File: config.mk
export PLATFORM = sky130hd
export DESIGN_NAME = heap_issue_ctrl
export DESIGN_NICKNAME = d
export VERILOG_FILES = /design/src/rtl/heap_pkg.sv /design/src/rtl/heap_req_reg.sv /design/src/rtl/heap_issue_ctrl.sv
export SDC_FILE = /design/constraint.sdc
export NUM_CORES = 1
export LEC_CHECK = 0
export CORE_ASPECT_RATIO = 0.6
export CORE_MARGIN = 2
export CORE_UTILIZATION = 55
export DETAILED_ROUTE_END_ITERATION = 10
export DONT_BUFFER_PORTS = 1
export GPL_ROUTABILITY_DRIVEN = 0
export HOLD_SLACK_MARGIN = 0.03
export PLACE_DENSITY = 0.77
export SLEW_MARGIN = 20
export SYNTH_ARGS = -nofsm -noshare
export SYNTH_HDL_FRONTEND = slang
export SYNTH_SLANG_ARGS = --single-unit
File: constraint.sdc
create_clock -name clk -period 1.5 [get_ports clk]
set_input_delay 0.225 -clock clk [delete_from_list [all_inputs] [get_ports clk]]
set_output_delay 0.225 -clock clk [all_outputs]
set_load 0.01 [all_outputs]
File: src/rtl/heap_pkg.sv
// Shared types and constants for the pipelined heap: op encoding, issue FSM states
// and the op record handed from the issue front-end to the heap stages.
package heap_pkg;

  localparam int HEAP_CNT_W  = 20;
  localparam int HEAP_ADDR_W = 28;
  localparam int HEAP_LEVELS = 6;

  localparam logic OP_INSERT = 1'b0;
  localparam logic OP_QUERY  = 1'b1;

  typedef enum logic [1:0] {
    IDLE  = 2'd0,
    ISSUE = 2'd1,
    GAP   = 2'd2
  } issue_state_t;

  typedef struct packed {
    logic                   opcode;
    logic [HEAP_CNT_W-1:0]  cnt;
    logic [HEAP_ADDR_W-1:0] addr;
    logic [HEAP_LEVELS-1:0] path;
    logic [HEAP_LEVELS-1:0] elem_cnt;
  } heap_op_t;

  // An insert targets the next free slot (1-based); a query just reports the count.
  function automatic heap_op_t make_op(input logic opcode,
                                       input logic [HEAP_CNT_W-1:0] cnt,
                                       input logic [HEAP_ADDR_W-1:0] addr,
                                       input logic [HEAP_LEVELS-1:0] count);
    heap_op_t op;
    op.opcode   = opcode;
    op.cnt      = cnt;
    op.addr     = addr;
    op.path     = (opcode == OP_INSERT) ? count + HEAP_LEVELS'(1) : count;
    op.elem_cnt = count;
    return op;
  endfunction

endpackage

File: src/rtl/heap_req_reg.sv
// Single-entry op register: captures an accepted request on load, holds otherwise.
module heap_req_reg
  import heap_pkg::*;
(
  input  logic     clk,
  input  logic     rst,
  input  logic     load,
  input  heap_op_t d,
  output heap_op_t q
);

  always_ff @(posedge clk) begin
    if (rst) begin
      q <= '0;
    end else if (load) begin
      q <= d;
    end
  end

endmodule

File: src/rtl/heap_issue_ctrl.sv
// Issue front-end for heap level 1: accepts insert/query requests, tracks the element
// count and issues one op every two cycles. Define HEAP_ISSUE_DROP_CNT_EN for drop_cnt_o.
module heap_issue_ctrl
  import heap_pkg::*;
#(
  parameter int CNT_SIZE    = HEAP_CNT_W,
  parameter int ADDR_SIZE   = HEAP_ADDR_W,
  parameter int TOTAL_LEVEL = HEAP_LEVELS
) (
  input  logic                   clk,
  input  logic                   rst,
  input  logic                   req_valid_i,
  output logic                   req_ready_o,
  input  logic                   req_opcode_i,
  input  logic [CNT_SIZE-1:0]    req_cnt_i,
  input  logic [ADDR_SIZE-1:0]   req_addr_i,
  input  logic [CNT_SIZE-1:0]    root_cnt_i,
  input  logic [ADDR_SIZE-1:0]   root_addr_i,
  output logic                   valid_o,
  output logic                   opcode_o,
  output logic [CNT_SIZE-1:0]    wcnt_o,
  output logic [ADDR_SIZE-1:0]   waddr_o,
  output logic [TOTAL_LEVEL-1:0] insert_path_o,
  output logic [TOTAL_LEVEL-1:0] index_o,
  output logic [TOTAL_LEVEL-1:0] heap_element_cnt_o,
  output logic                   rsp_valid_o,
  output logic [CNT_SIZE-1:0]    rsp_cnt_o,
  output logic [ADDR_SIZE-1:0]   rsp_addr_o,
  output logic                   rsp_empty_o,
  output logic                   full_o,
`ifdef HEAP_ISSUE_DROP_CNT_EN
  output logic [15:0]            drop_cnt_o,
`endif
  output logic [TOTAL_LEVEL-1:0] count_o
);

  localparam logic [TOTAL_LEVEL-1:0] CAP = '1;
  localparam logic [TOTAL_LEVEL-1:0] ONE = TOTAL_LEVEL'(1);

  // Handshake: a request transfers on a cycle where req_valid_i and req_ready_o are
  // both high; the requester holds valid and data stable while ready is low.
  issue_state_t           state;
  logic                   ready_q;
  logic                   valid_q;
  logic [TOTAL_LEVEL-1:0] count;
  logic                   accept;
  logic                   is_full;
  logic                   drop;
  logic                   load;
  heap_op_t               op_d;
  heap_op_t               op_q;

  assign accept  = req_valid_i & ready_q;
  assign is_full = (count == CAP);
  assign drop    = accept & (req_opcode_i == OP_INSERT) & is_full;
  assign load    = accept & ~drop;

  always_comb begin
    op_d = make_op(req_opcode_i, req_cnt_i, req_addr_i, count);
  end

  heap_req_reg u_req_reg (
    .clk  (clk),
    .rst  (rst),
    .load (load),
    .d    (op_d),
    .q    (op_q)
  );

  always_ff @(posedge clk) begin
    if (rst) begin
      state   <= IDLE;
      ready_q <= 1'b1;
      valid_q <= 1'b0;
      count   <= '0;
    end else begin
      case (state)
        IDLE, GAP: begin
          if (load) begin
            state   <= ISSUE;
            ready_q <= 1'b0;
            valid_q <= 1'b1;
          end else if (drop) begin
            state   <= GAP;
            ready_q <= 1'b1;
            valid_q <= 1'b0;
          end else begin
            state   <= IDLE;
            ready_q <= 1'b1;
            valid_q <= 1'b0;
          end
        end
        ISSUE: begin
          state   <= GAP;
          ready_q <= 1'b1;
          valid_q <= 1'b0;
          if (op_q.opcode == OP_INSERT) begin
            count <= count + ONE;
          end
        end
        default: begin
          state   <= IDLE;
          ready_q <= 1'b1;
          valid_q <= 1'b0;
        end
      endcase
    end
  end

`ifdef HEAP_ISSUE_DROP_CNT_EN
  logic [15:0] drop_cnt;

  always_ff @(posedge clk) begin
    if (rst) begin
      drop_cnt <= '0;
    end else if (drop && drop_cnt != 16'hFFFF) begin
      drop_cnt <= drop_cnt + 16'd1;
    end
  end

  assign drop_cnt_o = drop_cnt;
`endif

  // Stage 1 must never see a query opcode without valid.
  assign req_ready_o        = ready_q;
  assign valid_o            = valid_q;
  assign opcode_o           = valid_q & op_q.opcode;
  assign wcnt_o             = op_q.cnt;
  assign waddr_o            = op_q.addr;
  assign insert_path_o      = op_q.path;
  assign heap_element_cnt_o = op_q.elem_cnt;
  assign index_o            = '0;

  assign rsp_valid_o = valid_q & (op_q.opcode == OP_QUERY);
  assign rsp_empty_o = rsp_valid_o & (count == '0);
  assign rsp_cnt_o   = (rsp_valid_o && count != '0) ? root_cnt_i  : '0;
  assign rsp_addr_o  = (rsp_valid_o && count != '0) ? root_addr_i : '0;

  assign full_o  = is_full;
  assign count_o = count;

endmodule

# Yosys cells after proc, flatten, opt, wreduce, memory -nomap -nowiden
# Index checks and enable logic that the tools add are counted.
[totals]
register_bits = 71
in_bits = 100
out_inout_bits = 126
[classes]
add_sub_neg = 1
n_eq_ne = 3
n_mux = 8
bitwise_logic = 10
n_reduce_logical = 7
[op_table]
columns = ["cell", "n"]
rows = [
  ["28-bit two-way mux", 1],
  ["20-bit two-way mux", 1],
  ["6-bit by 1-bit adder with 6-bit output (second input constant)", 1],
  ["1-bit AND", 6],
  ["6-bit equality test (second input constant)", 1],
  ["6-bit logical NOT", 1],
  ["6-bit two-way mux", 1],
  ["6-bit nonzero test", 1],
  ["2-bit two-way mux", 2],
  ["1-bit inverter", 4],
  ["2-bit one-hot mux with 2 select lines", 1],
  ["2-bit OR reduction", 2],
  ["2-bit by 1-bit equality test with 1-bit output (second input constant)", 1],
  ["2-bit equality test (second input constant)", 1],
  ["2-bit logical NOT", 1],
  ["1-bit two-way mux", 2],
  ["2-bit AND reduction", 1],
  ["1-bit logical AND", 1],
]

# Longest topological paths before layout
[logic_depth]
word_depth = 7
depth_mapped = 7
ltp_nobuf = 5

# By module
# A second synthesis with hierarchy kept.
[unflattened]
hier_cells = 327
area_unflattened_um2 = 3150.5
[by_module_without_submodules]
columns = ["mod", "instances", "cells_each", "area_each_um2", "seq_area_each_um2"]
rows = [
  ["heap_req_reg", 1, 197, 2195.9, 1221.2],
  ["heap_issue_ctrl", 1, 130, 954.7, 200.2],
]

# Least setup slack after synthesis
# No wires, ideal clock.
[synth_timing]
path_kind = "register -> output"
start = "register count[0] (netlist: count_o[0])"
end = "output port rsp_addr_o[10]"
t_arrival_ns = 1.450
required_time_ns = 1.275
path_slack_ns = -0.175
path_stages_with_launch = 8
n_path_buf = 3
path_cell_list = "dfxtp_1 clkbuf_1 inv_1 ha_1 a21oi_2 buf_6 clkbuf_2 and2_1"
[synth_between]
elab_chain_len = 3
[synth_rtl]
columns = ["element", "line", "rtl"]
rows = [
  ["from (decl)", "heap_issue_ctrl.sv:45", "logic [TOTAL_LEVEL-1:0] count;"],
  ["from (signal assigned)", "heap_issue_ctrl.sv:98", "count <= count + ONE;"],
  ["6-bit nonzero test", "heap_issue_ctrl.sv:137", "assign rsp_addr_o = (rsp_valid_o && count != '0) ? root_addr_i : '0;"],
  ["1-bit logical AND", "heap_issue_ctrl.sv:137", ""],
  ["28-bit two-way mux", "heap_issue_ctrl.sv:137", ""],
  ["to (decl)", "heap_issue_ctrl.sv:28", "output logic [ADDR_SIZE-1:0] rsp_addr_o,"],
]
# Every way passes these cells.

# Worst setup path after layout
[layout_timing]
start = "register count[1] (netlist: count_o[1])"
end = "output port rsp_cnt_o[8]"
[layout_between]
elab_chain_len = 3
[layout_rtl]
columns = ["element", "line", "rtl"]
rows = [
  ["6-bit nonzero test", "heap_issue_ctrl.sv:136", "assign rsp_cnt_o = (rsp_valid_o && count != '0) ? root_cnt_i : '0;"],
  ["1-bit logical AND", "heap_issue_ctrl.sv:136", ""],
  ["20-bit two-way mux", "heap_issue_ctrl.sv:136", ""],
  ["to (decl)", "heap_issue_ctrl.sv:27", "output logic [CNT_SIZE-1:0] rsp_cnt_o,"],
]
# Every way passes these cells.

==> out/results.txt <==
status -> complete, but fails checks
violated checks -> negative hold slack, negative setup slack
DRC -> 0
# clock sinks -> 71
WS Path Type -> reg -> out
uppermost layer routed -> met4
Cell variety after synth -> 38
Routed met3 length -> 804 µm
post-DP HPWL -> 5680 µm
core occupancy in the finished layout -> 58.2%
n_diodes -> 0
CTS root buffer -> clkbuf_16
Layout fillers -> 581
vias per cell -> 5.42
IO Pins -> 226
post-route cell area -> 3850 µm²
metal2 WL -> 3890 µm
Met1 Wirelength -> 3960 µm
Core Area -> 6620 µm²
Clock transition at path regs -> 50 ps
Final setup viols -> 48
Max Cap Viol -> 0
Final Hold Fails -> 17
Skew-Pair Late Insertion Delay -> 320 ps
static leakage -> 0.00154 µW
CTS tree -> built
synthesized area per cell -> 8.07 µm²
synthesized cell area -> 3730 µm²
number of H-tree levels -> 3
initial DRC count -> 181
FF-to-FF path depth -> 7
Setup WS post-layout -> -242 ps
Worst setup SP type -> flip-flop
CP endpoint -> rsp_cnt_o[8]
Worst R2R End -> u_req_reg.q[41]
initial antenna violation count -> 0
FF+latch area -> 1440 µm²
CP startpoint -> count_o[1]
CP arrival -> 1520 ps
vias in the first global route -> 2262
Post-DRT Antenna Nets -> 0
DR WL/cell -> 17.5 µm
worst min-delay path class -> in -> reg
Synth warnings -> 0
worst-path fanout max -> 48
RR Startpoint -> count_o[1]
required time worst endpoint -> 1270 ps
#FFs+latches synth -> 71
PortBufs -> 0
reg2reg setup slack -> 60 ps
Power Density -> 1240 nW/µm²
DP Area -> 3350 µm²
Slew Limit Fails -> 0
TNS Setup -> -10020 ps
first-pass GRT wire length -> 11400 µm
num rows -> 23
Initial Utilization -> 56.3%
final worst path period need -> 1740 ps
period utilisation layout -> 116%
Die Width -> 110 µm
multi-input combinational cell area -> 1700 µm²
final global-route overflow total -> 0
deepest clock path buffer count -> 2
peak supply drop -> 0.884 mV
P&R area growth vs syn -> 3.46%
Peak Freq -> 0.574 GHz
unrepaired setup endpoints after global routing -> true
vias after detailed routing -> 2699
CTS Buf Count -> 9
Die Y-Extent -> 67.8 µm
Post-Route WL -> 8700 µm
Seq/Total Area, Yosys -> 38.1%
Layout Nets -> 508
die footprint -> 7470 µm²
CP Capture Type -> primary output
Fin Hold WS -> -28.1 ps
Post-Synthesis Cells -> 462
Fin Clk Skew -> 6.97 ps
largest net degree at the start of global routing -> 70
gr usage total -> 20.2%
DR pass1 iterations -> 4
share of layout cells above drive strength 1 -> 24.8%
==> power by group <==
part	leakage (µW)	switching (µW)	internal [µW]	total, µW
combinational	0.000792	213	155	369
clock	0.000158	755	1540	2300
sequential	0.000587	122	1990	2110
total	0.00154	1090	3690	4780
==> worst min path at each step <==
stage,from,to,slack (ps),cells past startpoint
detailed placement,rst,u_req_reg.q[34],300,1
global route,rst,u_req_reg.q[29],-50,1
CTS,rst,u_req_reg.q[47],-40,1
floorplan,req_addr_i[0],u_req_reg.q[12],360,2
finish,rst,count_o[5],-30,1
global placement,rst,u_req_reg.q[33],300,1
==> flip-flops by register name (all words and copies together) (netlist names) <==
register and cells:
u_req_reg.q 61, count_o 6, state 2, req_ready_o 1
valid_o 1
==> layout by cell type, fill, tap and decap left out, types with 2 or more instances in the layout <==
cell,n
dfxtp_2,3
o21a_4,5
nand4b_1,2
and2_4,21
a21oi_1,44
inv_2,3
xor2_1,5
bufinv_16,2
clkbuf_16,9
conb_1,6
inv_1,2
and2_1,27
a211oi_1,4
nand3_1,3
dfxtp_4,3
nor2_1,19
buf_4,23
clkbuf_8,2
nand2_1,110
buf_6,2
clkinvlp_4,2
ha_4,2
a22oi_1,2
or3_1,2
dfxtp_1,65
a21oi_2,13
nor3_1,3
xnor2_1,4
buf_12,2
mux2i_1,2
nor3b_1,2
==> metal layers <==
metal | vias up | GRT usage [%]
met4 | 0 | 4.69
li1 | 1285 | -
met3 | 6 | 8.30
met5 | - | 0
met1 | 1284 | 27.5
met2 | 124 | 30.1
==> per-stage QoR <==
step	setup WS (ps)	std cells	power (µW)	hold slack [ps]
after floorplan	-4.49	467	2570	361
after global placement	-45.5	472	2450	300
after CTS	-244	490	4790	-35.8
after detailed placement	-89.8	472	2470	302
after global routing	-309	498	4970	-47.4
final	-242	498	4780	-28.1
==> cells by family (layout without fill, tap and decap cells) <==
family | Yosys count | in the layout | synth area share [%]
AO/OA/AOI/OAI | 65 | 69 | 10.6
buffers and inverters | 109 | 49 | 21.1
AND/OR/NAND/NOR | 203 | 203 | 26.8
multiplexers | 2 | 2 | 0.537
XOR/XNOR | 9 | 9 | 2.12
flip-flops | 71 | 71 | 38.1
adder cells (fa/ha/maj) | 2 | 2 | 0.671
other | 1 | 6 | 0.101
==> critical path: stages, from the launching register on <==
cell	delay, ps
dfxtp_4	370
inv_2	50
ha_4	160
a21oi_2	180
buf_12	210
and2_1	230
==> area by class of cell <==
cell class                 count  share of cell area [%]
multi-input combinational    291                    44.0
sequential                    71                    37.3
timing repair buffer          28                    6.82
clock buffer                  11                    6.56
tap                           87                    2.82
clock inverter                 5                    2.08
inverter                       5                   0.487
==> cells in the mapped netlist <==
cell      number  share of area (%)
buf_6         12                3.6
dfxtp_1       71                 38
or4_1          1               0.20
nor3_1         3               0.40
clkbuf_1      12                1.2
or4_4          1               0.30
or3_1          2               0.34
mux2i_1        2               0.54
xnor2_1        4               0.94
nand2_1      110                 11
nand4b_1       2               0.47
conb_1         1               0.10
a211oi_1       4               0.81
buf_2          4               0.54
nor2_1        20                2.0
o21ai_4        1               0.44
nor4_4         1               0.57
nand3_4        1               0.47
nand4_1        1               0.17
nor2b_1        1               0.17
and3b_1        1               0.24
inv_1          5               0.50
nand3b_4       1               0.54
nand2b_1       1               0.17
a21oi_2        9                2.1
xor2_1         5                1.2
a22oi_1        2               0.40
o21a_4         1               0.40
nor4_1         1               0.17
clkbuf_2       2               0.27
nor3b_1        2               0.40
a21oi_1       48                6.4
nand3_2        1               0.27
buf_4         74                 15
and2_1        49                8.2
and3_1         1               0.17
nand3_1        3               0.40
ha_1           2               0.67
==> what timing repair did <==
item / in CTS / in global routing
hold endpoints to repair: 68 / 68
gates cloned: 2 / 3
gates resized for setup: 14 / 13
setup buffers: 0 / 6
endpoints found under the setup margin: 106 / 76
pin swaps: 0 / 3
Power figures use the tool's default switching activity.
